--- src/rtl/pc_gen.sv ---
// pc_gen: fetch-stage program counter with prioritised redirects, pending-redirect buffer and valid/ready fetch handshake.
// Optional misaligned-redirect trapping is enabled by defining PC_GEN_ALIGN_CHECK_EN.
module pc_gen #(
  parameter int XLEN = 32,
  parameter logic [XLEN-1:0] RESET_VECTOR = '0,
  parameter int NUM_REDIRECT = 3,
  parameter int IALIGN = 32
) (
  input  logic                         clk,
  input  logic                         reset,
  input  logic                         stall,
  input  logic [NUM_REDIRECT-1:0]      redir_valid,
  input  logic [NUM_REDIRECT*XLEN-1:0] redir_vect,
  input  logic                         fetch_ready,
  output logic                         fetch_valid,
  output logic [XLEN-1:0]              pc,
  output logic                         ena,
  output logic [NUM_REDIRECT-1:0]      redir_taken,
  output logic                         misalign,
  output logic [XLEN-1:0]              misalign_addr
);
  localparam logic [XLEN-1:0] AMASK = (IALIGN == 16) ? XLEN'(1) : XLEN'(3);
  logic                    valid_q, pend_valid, any_redir, take, accept;
  logic [XLEN-1:0]         pend_vect, sel_vect, tgt;
  logic [NUM_REDIRECT-1:0] sel_oh;
  assign fetch_valid = valid_q & ~stall;
  assign accept      = fetch_valid & fetch_ready;
  assign ena         = accept;
  assign any_redir   = |redir_valid;
  // Walk from the highest index down so the lowest set channel wins.
  always_comb begin
    sel_oh   = '0;
    sel_vect = '0;
    for (int i = NUM_REDIRECT - 1; i >= 0; i--)
      if (redir_valid[i]) begin
        sel_oh   = NUM_REDIRECT'(1) << i;
        sel_vect = redir_vect[i*XLEN +: XLEN];
      end
  end
`ifdef PC_GEN_ALIGN_CHECK_EN
  logic bad;
  assign bad  = |(sel_vect & AMASK);
  assign take = any_redir & ~bad;
  assign tgt  = sel_vect;
  always_ff @(posedge clk)
    if (reset) begin
      misalign      <= 1'b0;
      misalign_addr <= '0;
    end else begin
      misalign <= any_redir & bad;
      if (any_redir & bad) misalign_addr <= sel_vect;
    end
`else
  assign take          = any_redir;
  assign tgt           = sel_vect & ~AMASK;
  assign misalign      = 1'b0;
  assign misalign_addr = '0;
`endif
  always_ff @(posedge clk)
    if (reset) begin
      pc          <= RESET_VECTOR;
      valid_q     <= 1'b0;
      pend_valid  <= 1'b0;
      pend_vect   <= '0;
      redir_taken <= '0;
    end else begin
      valid_q     <= 1'b1;
      redir_taken <= sel_oh;
      if (accept) begin
        pc         <= take ? tgt : pend_valid ? pend_vect : pc + XLEN'(4);
        pend_valid <= 1'b0;
      end else if (take) begin
        pend_valid <= 1'b1;
        pend_vect  <= tgt;
      end
    end
endmodule

--- config.mk ---
export PLATFORM = sky130hd
export DESIGN_NAME = pc_gen
export DESIGN_NICKNAME = d
export VERILOG_FILES = /design/src/rtl/pc_gen.sv
export SDC_FILE = /design/constraint.sdc
export NUM_CORES = 1
export LEC_CHECK = 0
export CORE_MARGIN = 3
export CORE_UTILIZATION = 37
export CTS_BUF_LIST = sky130_fd_sc_hd__clkbuf_8
export DETAILED_ROUTE_END_ITERATION = 7
export GPL_ROUTABILITY_DRIVEN = 1
export PLACE_DENSITY_LB_ADDON = 0.15
export SLEW_MARGIN = 15
export SYNTH_ARGS = -nofsm -noshare
export SYNTH_HDL_FRONTEND = slang
export SYNTH_SLANG_ARGS = --single-unit
export TNS_END_PERCENT = 30
--- constraint.sdc ---
create_clock -name clk -period 6.4 [get_ports clk]
set_clock_uncertainty 0.1 [all_clocks]
set_input_delay 1.92 -clock clk [delete_from_list [all_inputs] [get_ports clk]]
set_output_delay 1.92 -clock clk [all_outputs]
set_load 0.05 [all_outputs]
==> reports/qor.txt <==
Die span in x = 112.6 um
Post-detailed-routing wire length = 14390 um
Sequential area share after synthesis = 30.94%
Clk_lat worst skew = 0.35 ns
CTS resizes = 0
Distinct cell type count after synthesis = 66
Number of antenna violations at the first check in global routing = 0
PD cells = 193.5 nW/um^2
Nets = 796
Worst setup EP type = output port
Worst Setup Start Kind = primary input
RePlAce Congestion = 0.8873
Ys Warns = 0
Area Growth Syn to Fin = 35.05%
Fraction of layout cells with a size suffix above 1 = 5.882%
# fillers = 1087
Tcrit/Tclk final = 82.83%
Peak VDD IR = 0.07519 mV
I/O Buffers = 131
First-pass GRT wire length = 22760 um
Design Area, Final = 5679 um^2
DRT iter0 DRCs = 374
Maximum clock path buffer count = 2
Mapped Cells = 581
CP dominant cell by count = clkdlybuf4s50_1
Dpl cell area = 5482 um^2
Slew margin rel. = 24.27%
Dpl hpwl = 10420 um
WL/cell = 17.19 um
Synth Area in Compound Gates = 27.79%
Power consumption = 1.099 mW
Worst Hold Class = reg2reg
Netlist Area Pre-Place = 4205 um^2
Simple-Gate Fraction of Synth Area = 26.39%
Async SR Flop Fraction = 0%
Final core utilization = 51.71%
EDFF count, synth = 0
Cells after DPL = 821
Mux cell area share after synthesis = 0.9521%
CP max-delay cell = clkdlybuf4s50_1
Max H-tree Level = 3
Die Footprint = 12680 um^2
CORE AREA = 10980 um^2
Pre-CTS setup slack = 1.098 ns
Worst EP required = 4.38 ns
Routed Antenna Nets = 0
Slew @ Worst Pin = 1.133 ns
Worst Slack Setup Final = 1.099 ns
Final setup vio count = 0
RSZ-0062 raised after global routing = no
Clk sinks = 65
# hold bufs at CTS = 0
Max incr delay on CP = 0.81 ns
CP delay by family, top = buffers and inverters
Setup TNS = 0 ns
ANT cells = 0
Root buffer cell = clkbuf_8
Initial Util = 38.29%
Vias per cell = 5.605
Critical path peak fanout = 3
Final Hold Viols = 0
Largest family of logic cells by synthesized area = compound AO/OA/AOI/OAI gates
Die Ht = 112.6 um
WP buf/inv = 2
Fmax = 0.1886 GHz
DRC = 0
Number of global-route vias before repair = 4347
Clock period minus worst slack = 5.301 ns
Largest net degree at the start of global routing = 65
Avg Synthesized Cell Area = 7.238 um^2
Overall Global Routing Usage = 22.24%
Num CTS Buffers = 9
Final non-filler cell total = 837
Post-synthesis adder-cell area fraction = 0.2975%
Critical path type = in2out
CP Cell Sequence = clkdlybuf4s50_1 > nor2b_1 > clkdlybuf4s50_1
I/O Pins = 173
Post-CTS Setup Bufs = 0
Leak = 2.045 nW
CTS tree = built
Drt pass-1 iters = 5
Top_reg_cell synth = dfxtp_1
Outcome = complete, no violations
MaxCap Viol Count = 0
CTS clk-pin slew, worst paths = 0.07 ns
Synth Area in XOR/XNOR = 2.916%
Yosys reg bits = 65
DR vias = 4691
Remaining global-route overflow = 0
# rows = 38
Worst Path Arrival = 3.28 ns
Worst hold slack = 0.3546 ns
Pins Over Slew Limit = 0
## tightest hold or removal path, stage by stage (launching register included)
cell and delay [ns]:
dfxtp_1 0.31, nand2_1 0.05, a21oi_1 0.05
## synthesized netlist by cell type, types with 7 or more instances
cell | count | share of area [%]
a21oi_1 | 46 | 5.5
a22oi_1 | 23 | 4.1
a31oi_1 | 11 | 1.6
buf_4 | 35 | 6.2
clkbuf_1 | 35 | 3.1
dfxtp_1 | 65 | 31
inv_1 | 9 | 0.80
nand2_1 | 104 | 9.3
nand3_1 | 14 | 1.7
nand4_1 | 11 | 1.6
nor2_1 | 29 | 2.6
nor3_1 | 12 | 1.4
o21ai_0 | 64 | 7.6
o22ai_1 | 15 | 2.2
xnor2_1 | 7 | 1.5
xor2_1 | 7 | 1.5
## logic make-up after synthesis
logic type | count (synthesis)
XOR/XNOR | 14
other | 1
multiplexers | 4
flip-flops | 65
AND/OR/NAND/NOR | 220
AO/OA/AOI/OAI | 193
buffers and inverters | 83
adder cells (fa/ha/maj) | 1
## flip-flops by register name (all words and copies together), names as in the netlist
signal,count
valid_q,1
pend_valid,1
redir_taken,3
pc,30
pend_vect,30
## where the power goes
group	internal, mW	leakage [nW]	switching, mW
Clock	0.185	0.110	0.165
Combinational	0.114	1.40	0.180
Sequential	0.429	0.534	0.0262
Total	0.728	2.04	0.371
## metal layers
layer / global-route usage, % / part of all wire, % / vias to the layer above / wire [um]
li1: - / - / 2260 / -
met1: 30.29 / 44 / 2173 / 6293
met2: 33.89 / 45 / 243 / 6433
met3: 5.930 / 10 / 15 / 1483
met4: 7.933 / 1.3 / 0 / 180
met5: 0 / 0 / - / 0
## path summary, 6_finish.rpt
| check | startpoint | endpoint | slack, ns | cells after the start |
|---|---|---|---|---|
| max | stall | fetch_valid | 1.10 | 3 |
| min | pend_vect[14] | pend_vect[14] | 0.35 | 2 |
| max reg2reg | pc[4] | pc[23] | 3.89 | 5 |
| min reg2reg | pend_vect[14] | pend_vect[14] | 0.35 | 2 |
## cell type report
class,instances,area [um^2],share of cell area [%]
inverter,9,33.78,0.5948
timing repair buffer,140,1384,24.37
multi-input combinational,467,2596,45.71
sequential,65,1301,22.91
clock inverter,6,51.30,0.9033
tap,140,175.2,3.084
clock buffer,10,137.6,2.423
## placed cells by master, fill, tap and decap left out, drive strengths merged, types with 11 or more instances in the layout
cell type and instances:
a21oi 46, clkdlybuf4s50 129, o22ai 15, buf 11
nor2 29, a31oi 11, nor3 14, o21ai 64
dfxtp 65, conb 35, inv 12, nand3 14
nand2 104, a22oi 23, nand4 13
(Power assumes the default switching activity.)
